$ cat src/rtl/uart_pkg.sv
// Shared definitions for the memory-mapped UART: register offsets, STATUS bit
// positions, FSM state encodings and the divisor floor.
package uart_pkg;

  localparam logic [3:0] REG_DATA   = 4'h0;
  localparam logic [3:0] REG_STATUS = 4'h4;
  localparam logic [3:0] REG_DIV    = 4'h8;

  localparam int ST_TX_FULL  = 0;
  localparam int ST_TX_EMPTY = 1;
  localparam int ST_RX_EMPTY = 2;
  localparam int ST_RX_FULL  = 3;
  localparam int ST_TX_BUSY  = 4;
  localparam int ST_RX_OVF   = 5;
  localparam int ST_FRAME    = 6;

  localparam logic [15:0] MIN_DIV = 16'd4;

  typedef enum logic [1:0] {TX_IDLE, TX_START, TX_DATA, TX_STOP} tx_state_t;
  typedef enum logic [1:0] {RX_IDLE, RX_START, RX_DATA, RX_STOP} rx_state_t;

endpackage

$ cat src/rtl/uart_fifo.sv
// Synchronous show-ahead FIFO; wrap-bit pointers give full/empty, and a push
// on a full FIFO is still taken when a pop retires an entry in the same cycle.
module uart_fifo
  import uart_pkg::*;
#(
  parameter int DEPTH = 8,
  parameter int W     = 8
) (
  input  logic         i_clk,
  input  logic         i_rst,
  input  logic         i_push,
  input  logic         i_pop,
  input  logic [W-1:0] i_data,
  output logic [W-1:0] o_data,
  output logic         o_full,
  output logic         o_empty
);
  localparam int AW = $clog2(DEPTH);

  logic [AW:0]  wr_ptr_r;
  logic [AW:0]  rd_ptr_r;
  logic [W-1:0] mem_r [DEPTH];
  logic         push_ok_s;
  logic         pop_ok_s;

  assign o_empty   = (wr_ptr_r == rd_ptr_r);
  assign o_full    = (wr_ptr_r[AW] != rd_ptr_r[AW]) &&
                     (wr_ptr_r[AW-1:0] == rd_ptr_r[AW-1:0]);
  assign pop_ok_s  = i_pop && !o_empty;
  assign push_ok_s = i_push && (!o_full || pop_ok_s);
  assign o_data    = mem_r[rd_ptr_r[AW-1:0]];

  // pointer update
  always_ff @(posedge i_clk) begin
    if (i_rst) begin
      wr_ptr_r <= '0;
      rd_ptr_r <= '0;
    end else begin
      if (push_ok_s) wr_ptr_r <= wr_ptr_r + (AW+1)'(1);
      if (pop_ok_s)  rd_ptr_r <= rd_ptr_r + (AW+1)'(1);
    end
  end

  // storage write
  always_ff @(posedge i_clk) begin
    if (push_ok_s) mem_r[wr_ptr_r[AW-1:0]] <= i_data;
  end

endmodule

$ cat src/rtl/uart_mmio.sv
// Memory-mapped 8N1 UART responder: DATA/STATUS/DIVISOR registers, TX and RX
// byte FIFOs, a shift-out transmitter and a mid-bit sampling receiver.
module uart_mmio
  import uart_pkg::*;
#(
  parameter int CLK_DIV_DEFAULT = 217,
  parameter int FIFO_DEPTH      = 8
) (
  input  logic        i_clk,
  input  logic        i_rst,
  input  logic        i_sel,
  input  logic [3:0]  i_addr,
  input  logic [31:0] i_wdata,
  input  logic        i_we,
  input  logic        i_re,
  output logic [31:0] o_rdata,
  output logic        o_tx,
  input  logic        i_rx
);
  logic        rd_s, wr_s;
  logic [3:0]  reg_s;
  logic [31:0] rdata_s, status_s, rdata_r;
  logic [15:0] div_r;
  logic        ovf_r, ferr_r, ovf_set_s, ferr_set_s;
  logic        unused_s;

  logic        tx_push_s, tx_pop_s, tx_full_s, tx_empty_s, tx_busy_s;
  logic [7:0]  tx_dout_s;
  tx_state_t   tx_state_r, tx_state_nxt_s;
  logic [15:0] tx_cnt_r, tx_cnt_nxt_s;
  logic [7:0]  tx_shift_r, tx_shift_nxt_s;
  logic [2:0]  tx_bit_r, tx_bit_nxt_s;
  logic        tx_r, tx_nxt_s;

  logic        rx_push_s, rx_pop_s, rx_full_s, rx_empty_s, rx_fall_s;
  logic [7:0]  rx_dout_s;
  logic        rx_meta_r, rx_sync_r, rx_prev_r;
  rx_state_t   rx_state_r, rx_state_nxt_s;
  logic [15:0] rx_cnt_r, rx_cnt_nxt_s;
  logic [7:0]  rx_shift_r, rx_shift_nxt_s;
  logic [2:0]  rx_bit_r, rx_bit_nxt_s;

  assign unused_s   = ^{i_addr[1:0], i_wdata[31:16]};
  assign rd_s       = i_sel && i_re;
  assign wr_s       = i_sel && i_we;
  assign reg_s      = {i_addr[3:2], 2'b00};
  assign tx_push_s  = wr_s && (reg_s == REG_DATA);
  assign rx_pop_s   = rd_s && (reg_s == REG_DATA) && !rx_empty_s;
  assign tx_busy_s  = (tx_state_r != TX_IDLE) || !tx_empty_s;
  assign ovf_set_s  = rx_push_s && rx_full_s && !rx_pop_s;
  assign rx_fall_s  = rx_prev_r && !rx_sync_r;
  assign o_rdata    = rdata_r;
  assign o_tx       = tx_r;

  uart_fifo #(.DEPTH(FIFO_DEPTH), .W(8)) u_tx_fifo (
    .i_clk(i_clk), .i_rst(i_rst), .i_push(tx_push_s), .i_pop(tx_pop_s),
    .i_data(i_wdata[7:0]), .o_data(tx_dout_s), .o_full(tx_full_s), .o_empty(tx_empty_s)
  );

  uart_fifo #(.DEPTH(FIFO_DEPTH), .W(8)) u_rx_fifo (
    .i_clk(i_clk), .i_rst(i_rst), .i_push(rx_push_s), .i_pop(rx_pop_s),
    .i_data(rx_shift_r), .o_data(rx_dout_s), .o_full(rx_full_s), .o_empty(rx_empty_s)
  );

  // STATUS word and read-data mux
  always_comb begin
    status_s              = 32'd0;
    status_s[ST_TX_FULL]  = tx_full_s;
    status_s[ST_TX_EMPTY] = tx_empty_s;
    status_s[ST_RX_EMPTY] = rx_empty_s;
    status_s[ST_RX_FULL]  = rx_full_s;
    status_s[ST_TX_BUSY]  = tx_busy_s;
    status_s[ST_RX_OVF]   = ovf_r;
    status_s[ST_FRAME]    = ferr_r;
    rdata_s               = 32'd0;
    case (reg_s)
      REG_DATA: begin
        if (rx_empty_s) rdata_s = 32'h8000_0000;
        else            rdata_s = {24'd0, rx_dout_s};
      end
      REG_STATUS: rdata_s = status_s;
      REG_DIV:    rdata_s = {16'd0, div_r};
      default:    rdata_s = 32'd0;
    endcase
  end

  // bus-side registers: read response, divisor, sticky flags (set wins over clear)
  always_ff @(posedge i_clk) begin
    if (i_rst) begin
      rdata_r <= 32'd0;
      div_r   <= 16'(CLK_DIV_DEFAULT);
      ovf_r   <= 1'b0;
      ferr_r  <= 1'b0;
    end else begin
      if (rd_s) rdata_r <= rdata_s;
      if (wr_s && (reg_s == REG_DIV))
        div_r <= (i_wdata[15:0] < MIN_DIV) ? MIN_DIV : i_wdata[15:0];
      if (ovf_set_s) ovf_r <= 1'b1;
      else if (wr_s && (reg_s == REG_STATUS) && i_wdata[ST_RX_OVF]) ovf_r <= 1'b0;
      if (ferr_set_s) ferr_r <= 1'b1;
      else if (wr_s && (reg_s == REG_STATUS) && i_wdata[ST_FRAME]) ferr_r <= 1'b0;
    end
  end

  // transmitter next state; o_tx is registered from tx_nxt_s
  always_comb begin
    tx_state_nxt_s = tx_state_r;
    tx_cnt_nxt_s   = tx_cnt_r;
    tx_shift_nxt_s = tx_shift_r;
    tx_bit_nxt_s   = tx_bit_r;
    tx_nxt_s       = tx_r;
    tx_pop_s       = 1'b0;
    case (tx_state_r)
      TX_IDLE: begin
        if (!tx_empty_s) begin
          tx_pop_s       = 1'b1;
          tx_shift_nxt_s = tx_dout_s;
          tx_cnt_nxt_s   = div_r - 16'd1;
          tx_nxt_s       = 1'b0;
          tx_state_nxt_s = TX_START;
        end else begin
          tx_nxt_s = 1'b1;
        end
      end
      TX_START: begin
        if (tx_cnt_r == 16'd0) begin
          tx_state_nxt_s = TX_DATA;
          tx_cnt_nxt_s   = div_r - 16'd1;
          tx_bit_nxt_s   = 3'd0;
          tx_nxt_s       = tx_shift_r[0];
        end else begin
          tx_cnt_nxt_s = tx_cnt_r - 16'd1;
        end
      end
      TX_DATA: begin
        if (tx_cnt_r == 16'd0) begin
          tx_cnt_nxt_s = div_r - 16'd1;
          if (tx_bit_r == 3'd7) begin
            tx_state_nxt_s = TX_STOP;
            tx_nxt_s       = 1'b1;
          end else begin
            tx_shift_nxt_s = {1'b0, tx_shift_r[7:1]};
            tx_bit_nxt_s   = tx_bit_r + 3'd1;
            tx_nxt_s       = tx_shift_r[1];
          end
        end else begin
          tx_cnt_nxt_s = tx_cnt_r - 16'd1;
        end
      end
      TX_STOP: begin
        // chain straight into the next start bit so queued bytes leave no gap
        if (tx_cnt_r == 16'd0) begin
          if (!tx_empty_s) begin
            tx_pop_s       = 1'b1;
            tx_shift_nxt_s = tx_dout_s;
            tx_cnt_nxt_s   = div_r - 16'd1;
            tx_nxt_s       = 1'b0;
            tx_state_nxt_s = TX_START;
          end else begin
            tx_nxt_s       = 1'b1;
            tx_state_nxt_s = TX_IDLE;
          end
        end else begin
          tx_cnt_nxt_s = tx_cnt_r - 16'd1;
        end
      end
      default: begin
        tx_state_nxt_s = TX_IDLE;
        tx_nxt_s       = 1'b1;
      end
    endcase
  end

  // transmitter state register
  always_ff @(posedge i_clk) begin
    if (i_rst) begin
      tx_state_r <= TX_IDLE;
      tx_cnt_r   <= 16'd0;
      tx_shift_r <= 8'd0;
      tx_bit_r   <= 3'd0;
      tx_r       <= 1'b1;
    end else begin
      tx_state_r <= tx_state_nxt_s;
      tx_cnt_r   <= tx_cnt_nxt_s;
      tx_shift_r <= tx_shift_nxt_s;
      tx_bit_r   <= tx_bit_nxt_s;
      tx_r       <= tx_nxt_s;
    end
  end

  // receiver next state: start checked at half a bit, then one sample per bit
  always_comb begin
    rx_state_nxt_s = rx_state_r;
    rx_cnt_nxt_s   = rx_cnt_r;
    rx_shift_nxt_s = rx_shift_r;
    rx_bit_nxt_s   = rx_bit_r;
    rx_push_s      = 1'b0;
    ferr_set_s     = 1'b0;
    case (rx_state_r)
      RX_IDLE: begin
        if (rx_fall_s) begin
          rx_state_nxt_s = RX_START;
          rx_cnt_nxt_s   = (div_r >> 1) - 16'd1;
        end else begin
          rx_state_nxt_s = RX_IDLE;
        end
      end
      RX_START: begin
        if (rx_cnt_r == 16'd0) begin
          if (rx_sync_r) begin
            rx_state_nxt_s = RX_IDLE;
          end else begin
            rx_state_nxt_s = RX_DATA;
            rx_cnt_nxt_s   = div_r - 16'd1;
            rx_bit_nxt_s   = 3'd0;
          end
        end else begin
          rx_cnt_nxt_s = rx_cnt_r - 16'd1;
        end
      end
      RX_DATA: begin
        if (rx_cnt_r == 16'd0) begin
          rx_shift_nxt_s = {rx_sync_r, rx_shift_r[7:1]};
          rx_cnt_nxt_s   = div_r - 16'd1;
          if (rx_bit_r == 3'd7) rx_state_nxt_s = RX_STOP;
          else                  rx_bit_nxt_s   = rx_bit_r + 3'd1;
        end else begin
          rx_cnt_nxt_s = rx_cnt_r - 16'd1;
        end
      end
      RX_STOP: begin
        if (rx_cnt_r == 16'd0) begin
          if (rx_sync_r) rx_push_s  = 1'b1;
          else           ferr_set_s = 1'b1;
          rx_state_nxt_s = RX_IDLE;
        end else begin
          rx_cnt_nxt_s = rx_cnt_r - 16'd1;
        end
      end
      default: rx_state_nxt_s = RX_IDLE;
    endcase
  end

  // receiver synchronizer and state register
  always_ff @(posedge i_clk) begin
    if (i_rst) begin
      rx_meta_r  <= 1'b1;
      rx_sync_r  <= 1'b1;
      rx_prev_r  <= 1'b1;
      rx_state_r <= RX_IDLE;
      rx_cnt_r   <= 16'd0;
      rx_shift_r <= 8'd0;
      rx_bit_r   <= 3'd0;
    end else begin
      rx_meta_r  <= i_rx;
      rx_sync_r  <= rx_meta_r;
      rx_prev_r  <= rx_sync_r;
      rx_state_r <= rx_state_nxt_s;
      rx_cnt_r   <= rx_cnt_nxt_s;
      rx_shift_r <= rx_shift_nxt_s;
      rx_bit_r   <= rx_bit_nxt_s;
    end
  end

endmodule

$ cat config.mk
export PLATFORM = sky130hd
export DESIGN_NAME = uart_mmio
export DESIGN_NICKNAME = d
export VERILOG_FILES = /design/src/rtl/uart_pkg.sv /design/src/rtl/uart_fifo.sv /design/src/rtl/uart_mmio.sv
export SDC_FILE = /design/constraint.sdc
export NUM_CORES = 1
export LEC_CHECK = 0
export CORE_MARGIN = 2
export CORE_UTILIZATION = 60
export CTS_CLUSTER_SIZE = 10
export DETAILED_ROUTE_END_ITERATION = 8
export HOLD_SLACK_MARGIN = 0.12
export PLACE_DENSITY = 0.81
export SYNTH_ARGS = -nofsm -noshare
export SYNTH_HDL_FRONTEND = slang
export SYNTH_SLANG_ARGS = --single-unit
$ cat constraint.sdc
create_clock -name i_clk -period 3.85 [get_ports i_clk]
set_input_delay 0.77 -clock i_clk [delete_from_list [all_inputs] [get_ports i_clk]]
set_output_delay 0.77 -clock i_clk [all_outputs]
set_load 0.02 [all_outputs]
## Word-level counts from Yosys, hierarchy flattened

Memory sizes are Yosys's and may differ from the RTL's. A register that Yosys moved wholly into a read port is not among the register bits.
Index checks and enable logic that the tools add are counted.

- Bits in registers: 128
- Output and inout bits: 33
- Input bits: 42
- Word-level logic and storage cells: 179
- Memories: 2
- Memory bits (writable): 128

Memory list:

| memory | words | bits a word | read ports | clocked after memory_dff | wr ports | line | text |
|---|---|---|---|---|---|---|---|
| u_rx_fifo.mem_r | 8 | 8 | 1 | 1 | 1 | uart_fifo.sv:22 | `logic [W-1:0] mem_r [DEPTH];` |
| u_tx_fifo.mem_r | 8 | 8 | 1 | 1 | 1 | uart_fifo.sv:22 |  |

- Reductions and logical operators: 47
- $lt $le $gt $ge: 1
- Muxes and demuxes: 68
- Add/subtract/negate cells: 10
- Equal/unequal tests: 31

Operator list:

| kind | count |
|---|---|
| $mux 16 | 9 |
| $pmux 32 s3 | 1 |
| $pmux 16 s4 | 1 |
| $pmux 16 s3 | 1 |
| $sub 16x1->16 const B | 3 |
| $mux 3 | 11 |
| $logic_not 16->1 | 2 |
| $mux 32 | 1 |
| $mux 8 | 4 |
| $ne 2x2->1 const B | 14 |
| $pmux 8 s3 | 1 |
| $mux 1 | 23 |
| $mux 2 | 10 |
| $logic_and 1x1->1 | 18 |
| $add 4x1->4 const B | 4 |
| $lt 16x3->1 const B | 1 |
| $pmux 2 s4 | 2 |
| $sub 15x1->16 const B | 1 |
| $pmux 3 s2 | 2 |
| $reduce_and 4->1 | 3 |
| $eq 2x2->1 const B | 5 |
| $reduce_and 5->1 | 2 |
| $reduce_bool 2->1 | 5 |
| $eq 4x4->1 | 2 |
| 16 further kinds | 31 |

## Logic depth before layout (Yosys ltp)

Gate-level depths: netlist (run 1).

- Word-level depth: 9
- Depth in mapped cells: 10
- Depth with buffers taken out: 8

## Modules after synthesis

Synthesis (run 1) repeated with hierarchy kept, for this count alone.

- Cells, all modules: 1,136
- Area, all modules: 12,180.4 µm²

Modules (own cells, without submodules):

| module | seq. area each (µm²) | area each (µm²) | cells an instance | instances |
|---|---|---|---|---|
| uart_mmio | 1,941.9 | 6,147.1 | 808 | 1 |
| uart_fifo | 2,142.1 | 3,016.6 | 164 | 2 |

## Least setup slack after synthesis (run 1)

No wires, ideal clock.

- Path kind: flip-flop to flip-flop
- Start point: reg tx_cnt_r[6]
- End point: mem u_tx_fifo.mem_r[4][0] (enable)
- Path buffers: 2
- Arrival: 2.869 ns
- Slack: 0.583 ns
- Period minus slack after synthesis: 3.267 ns
- Stages on the path, launching flop included: 8
- Data required time: 3.452 ns
- Setup time: 0.398 ns
- Cells stage by stage: dfxtp_1 clkbuf_1 or4_1 nor3b_2 and3_1 o2111ai_1 clkbuf_1 nor4b_1

- Word-level cells in the longest chain between the ends: 8

Ends and longest elaborated chain:

| element | line | text |
|---|---|---|
| start: declaration | uart_mmio.sv:30 | `logic [15:0] tx_cnt_r, tx_cnt_nxt_s;` |
| start signal: assignment | uart_mmio.sv:184 | `tx_cnt_r <= tx_cnt_nxt_s;` |
| $logic_not 16->1 | uart_mmio.sv:152 | `if (tx_cnt_r == 16'd0) begin` |
| $mux 1 | uart_mmio.sv:152 |  |
| $pmux 1 s2 | uart_mmio.sv:113 | `case (tx_state_r)` |
| $logic_and 1x1->1 | uart_fifo.sv:29 | `assign pop_ok_s = i_pop && !o_empty;` |
| $logic_or 1x1->1 | uart_fifo.sv:30 | `assign push_ok_s = i_push && (!o_full \|\| pop_ok_s);` |
| $logic_and 1x1->1 | uart_fifo.sv:30 |  |
| $mux 1 | uart_fifo.sv:46 | `if (push_ok_s) mem_r[wr_ptr_r[AW-1:0]] <= i_data;` |
| $mux 1 (not written as such) | uart_fifo.sv:46 |  |
| end: declaration | uart_fifo.sv:22 |  |

No other way between the ends.

## Worst setup path after layout (run 1)

- Start point: reg rx_cnt_r[4]
- End point: mem u_rx_fifo.mem_r[4][7] (enable)

- Word-level cells in the longest chain between the ends: 6

Ends and longest elaborated chain:

| element | line | text |
|---|---|---|
| start: declaration | uart_mmio.sv:39 | `logic [15:0] rx_cnt_r, rx_cnt_nxt_s;` |
| start signal: assignment | uart_mmio.sv:259 | `rx_cnt_r <= rx_cnt_nxt_s;` |
| $logic_not 16->1 | uart_mmio.sv:232 | `if (rx_cnt_r == 16'd0) begin` |
| $mux 1 | uart_mmio.sv:232 |  |
| $mux 1 | uart_mmio.sv:199 | `case (rx_state_r)` |
| $logic_and 1x1->1 | uart_fifo.sv:30 |  |
| $mux 1 | uart_fifo.sv:46 |  |
| $mux 1 (not written as such) | uart_fifo.sv:46 |  |
| end: declaration | uart_fifo.sv:22 |  |

No other way between the ends.

==> results of run 1 <==
[through the flow]
stage / hold slack, ns / power, mW
2_1_floorplan: 0.389 / 4.88
3_3_place_gp: 0.393 / 5.36
3_5_place_dp: 0.402 / 5.43
4_1_cts: 0.450 / 7.83
5_1_grt: 0.467 / 8.25
6_report: 0.455 / 7.86
[routing by layer]
metal	global-route usage (%)	vias to the layer above	wire length [um]
met3	4.11	61	2520
met1	37.9	4409	12100
li1	-	4181	-
met4	8.92	0	757
met2	45.6	453	14200
met5	0	-	0
[flip-flops by register name, summed over array words and instances (netlist names), named ones only]
| signal | cells |
|---|---|
| rx_meta_r | 1 |
| o_tx | 1 |
| u_rx_fifo.rd_ptr_r | 4 |
| u_rx_fifo.wr_ptr_r | 4 |
| rx_bit_r | 3 |
| div_r | 16 |
| tx_shift_r | 8 |
| ovf_r | 1 |
| u_tx_fifo.mem_r | 64 |
| rx_shift_r | 8 |
| tx_bit_r | 3 |
| rx_prev_r | 1 |
| u_tx_fifo.wr_ptr_r | 4 |
| o_rdata | 17 |
| rx_state_r | 1 |
| ferr_r | 1 |
| u_rx_fifo.mem_r | 64 |
| rx_cnt_r | 16 |
| tx_state_r | 2 |
| tx_cnt_r | 16 |
| u_tx_fifo.rd_ptr_r | 4 |
| rx_sync_r | 1 |
[cells in the final DEF, fill, tap and decap left out, types with 8 or more instances in the layout]
cell,n
a211oi_1,10
a21oi_1,75
a22oi_1,13
buf_4,35
clkbuf_1,18
clkbuf_16,29
clkdlybuf4s50_1,40
conb_1,15
dfxtp_1,119
edfxtp_1,128
ha_1,24
inv_1,22
mux2i_1,34
mux4_2,32
nand2_1,110
nand3_1,33
nand4_1,18
nor2_1,108
nor2b_1,8
nor3_1,29
nor4_1,18
o211ai_1,10
o21ai_0,42
o22ai_1,8
xnor2_1,34
xor2_1,29
[cells by family (layout without fill, tap and decap cells)]
| logic type | Yosys count | after routing | synth area share, % |
|---|---|---|---|
| AOI/OAI and AO/OA | 220 | 220 | 11.8 |
| xor gates and xnor gates | 63 | 63 | 4.59 |
| adders and majority gates | 24 | 24 | 2.50 |
| buffers and inverters | 120 | 149 | 4.46 |
| DFF | 247 | 247 | 51.8 |
| muxes | 73 | 73 | 9.48 |
| other | 1 | 16 | 0.0312 |
| and+or+nand+nor | 378 | 378 | 15.3 |
[worst min-delay path by stage]
| stage | from | end | slack (ns) |
|---|---|---|---|
| floorplan | rx_meta_r | rx_sync_r | 0.39 |
| finish | rx_meta_r | rx_sync_r | 0.46 |
| global route | rx_meta_r | rx_sync_r | 0.47 |
| global placement | rx_meta_r | rx_sync_r | 0.39 |
| detailed placement | rx_meta_r | rx_sync_r | 0.40 |
| CTS | rx_meta_r | rx_sync_r | 0.45 |
[power by group through the flow]
stage | Combinational [mW] | Sequential, mW | Clock, mW
2_1_floorplan | 1.86 | 3.02 | 0
3_3_place_gp | 2.30 | 3.06 | 0
3_5_place_dp | 2.36 | 3.07 | 0
4_1_cts | 2.38 | 3.01 | 2.44
5_1_grt | 2.67 | 3.04 | 2.55
6_report | 2.40 | 3.02 | 2.43
[final cells by class]
cell class / instances / area share, %
multi-input combinational: 773 / 39.5
tap: 265 / 2.46
inverter: 24 / 0.669
antenna: 1 / 0.0186
clock buffer: 47 / 5.89
sequential: 247 / 46.2
clock inverter: 3 / 0.251
timing repair buffer: 75 / 4.93
==> impl_metrics.yaml, run 1 <==
setup_path:
  required_ns: 4.09
  critPathMostFrequentCell: "buf_4"
  max_stage_delay_ns: 0.56
  path_delay_family: "simple AND/OR/NAND/NOR gates"
  reg2reg_setup_slack_ns: 0.83
  cp-startpoint: "rx_cnt_r[4]"
  path_cells: "nor4_2 > nand4_1 > a2111oi_2 > buf_4 > nand2_1 > nor3_1 > buf_4"
  timing.rr.start: "rx_cnt_r[4]"
  rr_worst_depth: 7
  worstSetupPathType: "reg2reg"
  start_kind: "flip-flop"
  crit_arrival_ns: 3.26
  endpoint_kind: "flip-flop"
  cp_max_fo: 9
  worst_path_max_delay_cell: "nor4_2"
  crit_path_end: "u_rx_fifo.mem_r[4][7]"
  worstReg2RegEnd: "u_rx_fifo.mem_r[4][7]"
  cp.depth: 7
  critPathBufInv: 2
power:
  netSwitchingPower_mw: 2.64
  p_int_mw: 5.22
  power_density_nw_per_um2: 584
  p_comb_share_pct: 30.6
  leakagePower_nw: 4.63
  swShare_pct: 33.6
  ir_drop_uv: 414
  p_clk_share_pct: 31.0
  pwr-share-seq_pct: 38.4
synthesis:
  synthArstFlopShare_pct: 0
  yosysMostFrequentCell: "edfxtp_1"
  ys_seq_area_share_pct: 51.8
  avgSynthCellArea_sq_um: 10.7
  yosys-top-cells-count: "128 x edfxtp_1, 119 x dfxtp_1, 110 x nand2_1"
  synth_edf_count: 128
  synth_seq_cells: 247
  synthFlopType: "edfxtp_1"
  yosys.area.top_type: "edfxtp_1"
  synth_top_area_share_pct: 32.0
  synth.distinct_cells: 75
  synth.area.top_cells: "edfxtp_1 32%, dfxtp_1 20%, mux4_2 6.0%, nand2_1 3.4%, nor2_1 3.4%"
  synthCells: 1126
  syn_area_sq_um: 12000
  ys_warn_count: 0
global_route:
  antenna_found_initial: 1
  grt_pass1_wl_mm: 46.9
  grt_max_degree: 54
  grt_pass1_vias: 8570
  grt_usage_pct: 27.6
  grt_overflow: 0
sta:
  fin_crit_ns: 3.02
  tightestPinTransition_ns: 0.961
  finClkSkew_ns: 0.0245
  finalSetupTns_ns: 0
  setup_viol: 0
  max_freq_mhz: 331
  finalHoldViolations: 0
  slew_headroom_pct: 36.0
  rsz0062_at_grt: "no"
  layout_setup_ws_ns: 0.832
  post-route-period-util_pct: 78.4
  slew_violations: 0
hold_path:
  min_path_cells: 1
  hold_class: "reg2reg"
clock_tree:
  cts.path.max_buffers: 3
  cts_tree: "yes"
  htree_levels: 1
  clock_latency_ns: 0.55
  cts_hold_buf: 0
  clockRootBuffer: "clkbuf_16"
  cts_sinks: 247
  clk_pin_slew_ns: 0.06
  postCtsSetupRepairBufs: 0
  cts-resized-gates: 0
  cts-buffers-inserted: 29
route:
  ant_nets: 0
  routed_wl_mm: 29.6
  vias: 9104
  drtIter0Drc: 1118
  viasPerCell: 6.34
  wire_per_inst_um: 20.6
  drc: 0
  drtPass1Iterations: 8
placement:
  place.gp.congestion: 0.970
  preCtsSetupSlack_ns: 0.698
  placed_area_sq_um: 12600
  hpwlAfterDp_mm: 19.6
  dp_cells: 1384
  io_buffers: 41
run_status:
  status: "finished clean"
cells_and_area:
  area_growth_pct: 12.0
  multi_input_area_sq_um: 5320
  regArea_sq_um: 6230
  stdcell_count: 1435
  fin_nets: 1216
  final.fill_count: 1422
  final_core_util_pct: 68.7
  layout-drive-gt1-share_pct: 10.9
  fin_area_sq_um: 13500
floorplanning:
  fp.dieArea_sq_um: 21200
  initial_utilization_pct: 61.4
  core-area_sq_um: 19600
  io_pins: 75
  placement_rows: 51
  die_h_um: 146
  die_width_um: 146
run:
  cap_violations: 0
(Power assumes the default switching activity.)
==> run 2, diff against run 1 <==
==> constraint.sdc (replaced) <==
create_clock -name i_clk -period 3 [get_ports i_clk]
set_input_delay 0.6 -clock i_clk [delete_from_list [all_inputs] [get_ports i_clk]]
set_output_delay 0.6 -clock i_clk [all_outputs]
set_load 0.02 [all_outputs]
==> impl_metrics.yaml, run 2 (synthesized netlist as in run 1, its figures left out) <==
clock_tree:
  cts.path.max_buffers: 3
  clockRootBuffer: "clkbuf_16"
  cts-buffers-inserted: 29
  clk_pin_slew_ns: 0.06
  postCtsSetupRepairBufs: 0
  cts-resized-gates: 0
  htree_levels: 1
  cts_sinks: 247
  cts_hold_buf: 0
  clock_latency_ns: 0.55
  cts_tree: "yes"
cells_and_area:
  layout_common_cells: "128 x edfxtp_1, 119 x dfxtp_1, 110 x nand2_1"
  fin_area_sq_um: 13600
  area_growth_pct: 13.5
  fin_nets: 1236
  multi_input_area_sq_um: 5330
  final_common_cell: "edfxtp_1"
  final.fill_count: 1382
  n_antenna_cell: 0
  layout-drive-gt1-share_pct: 12.4
  regArea_sq_um: 6230
sta:
  finalHoldViolations: 0
  max_freq_mhz: 355
  setup_viol: 0
  slew_violations: 0
  slew_headroom_pct: 49.9
  hold_ws_ns: 0.408
  finalSetupTns_ns: 0
  post-route-period-util_pct: 94.0
  finClkSkew_ns: 0.0117
  tightestPinTransition_ns: 0.751
  fin_crit_ns: 2.82
  rsz0062_at_grt: "no"
global_route:
  busiest_layer: "met2"
  grt_pass1_wl_mm: 48.5
  grt_overflow: 0
  grt.met3_usage_pct: 4.23
  grt_usage_pct: 28.6
  grt_pass1_vias: 8820
  use_met1_pct: 39.2
  antenna_found_initial: 0
  use_met2_pct: 48.3
  grt_max_degree: 39
setup_path:
  start_kind: "flip-flop"
  critPathMostFrequentCell: "nand2_1"
  path_cells: "inv_1 > ha_1 > or3b_2 > or4_4 > nor4_4 > nand2_1 > nand2_1 > a21oi_1"
  max_stage_delay_ns: 0.55
  cp_max_fo: 8
  endpoint_kind: "flip-flop"
  required_ns: 3.42
  critPathBufInv: 1
  worst_path_max_delay_cell: "or4_4"
  worstSetupPathType: "reg2reg"
  crit_arrival_ns: 3.24
  path_delay_family: "simple AND/OR/NAND/NOR gates"
route:
  drc: 0
  ant_nets: 0
  vias: 9228
  drtIter0Drc: 1170
  viasPerCell: 6.33
  routed_wl_mm: 30.8
  drtPass1Iterations: 9
  wire_per_inst_um: 21.2
floorplanning:
  die_h_um: 146
  core-area_sq_um: 19600
  fp.dieArea_sq_um: 21200
  io_pins: 75
  placement_rows: 51
  initial_utilization_pct: 61.4
  die_width_um: 146
hold_path:
  hold_class: "reg2reg"
placement:
  placed_area_sq_um: 12800
  hpwlAfterDp_mm: 20.1
  io_buffers: 41
  place.gp.congestion: 0.956
power:
  leakagePower_nw: 4.73
  ir_drop_uv: 644
  power_density_nw_per_um2: 758
run_status:
  status: "finished clean"
run:
  cap_violations: 0
## run 2: changes by cell type in the layout (fill, tap and decap cells not counted)
cell / previous run / this run
nor4b_1: 5 / 4
clkbuf_8: 0 / 1
nor4b_2: 2 / 3
clkinv_2: 1 / 0
diode_2: 1 / 0
buf_4: 35 / 55
clkbuf_1: 18 / 21
## run 2: path summary, 6_finish.rpt
kind               startpoint             to  slack [ns]  depth (start not counted)
setup / recovery  rx_cnt_r[0]  rx_shift_r[4]        0.18                          8
setup reg to reg  rx_cnt_r[0]  rx_shift_r[4]        0.18                          8
hold / removal      rx_meta_r      rx_sync_r        0.41                          1
hold reg to reg     rx_meta_r      rx_sync_r        0.41                          1
## run 2: per-stage QoR
stage / power [mW] / worst slack [ns] / util (%) / cells
6_report: 10.3 / 0.179 / 69.6 / 1457
5_1_grt: 10.8 / 0.0763 / 69.6 / 1457
4_1_cts: 10.3 / 0.221 / 69.6 / 1457
3_5_place_dp: 7.09 / 0.229 / 65.3 / 1404
3_3_place_gp: 7.01 / 0.279 / 65.3 / 1404
2_1_floorplan: 6.26 / -0.246 / - / 1140
## run 2: report_power, final
group          total (mW)  leakage [nW]  internal, mW  switching (mW)
clock                3.19         0.404          1.84            1.35
combinational        3.28          2.20          1.30            1.98
sequential           3.87          2.13          3.69           0.181
## run 2: routing by layer
metal,routed length [um],vias up
li1,-,4218
met4,688,0
met5,0,-
met3,2560,56
met1,12400,4482
met2,15100,472
## run 2: worst reg2reg max path: stages, from the launching register on
cell and delay [ns]:
dfxtp_1 0.36, inv_1 0.08, ha_1 0.19, or3b_2 0.53, or4_4 0.55, nor4_4 0.40
nand2_1 0.33, nand2_1 0.16, a21oi_1 0.09
## run 2: final cells by class
| class | instances | share of cell area, % |
|---|---|---|
| sequential | 247 | 45.7 |
| multi-input combinational | 773 | 39.1 |
| clock buffer | 51 | 6.00 |
| timing repair buffer | 95 | 5.96 |
| tap | 265 | 2.43 |
| inverter | 24 | 0.661 |
| clock inverter | 2 | 0.211 |
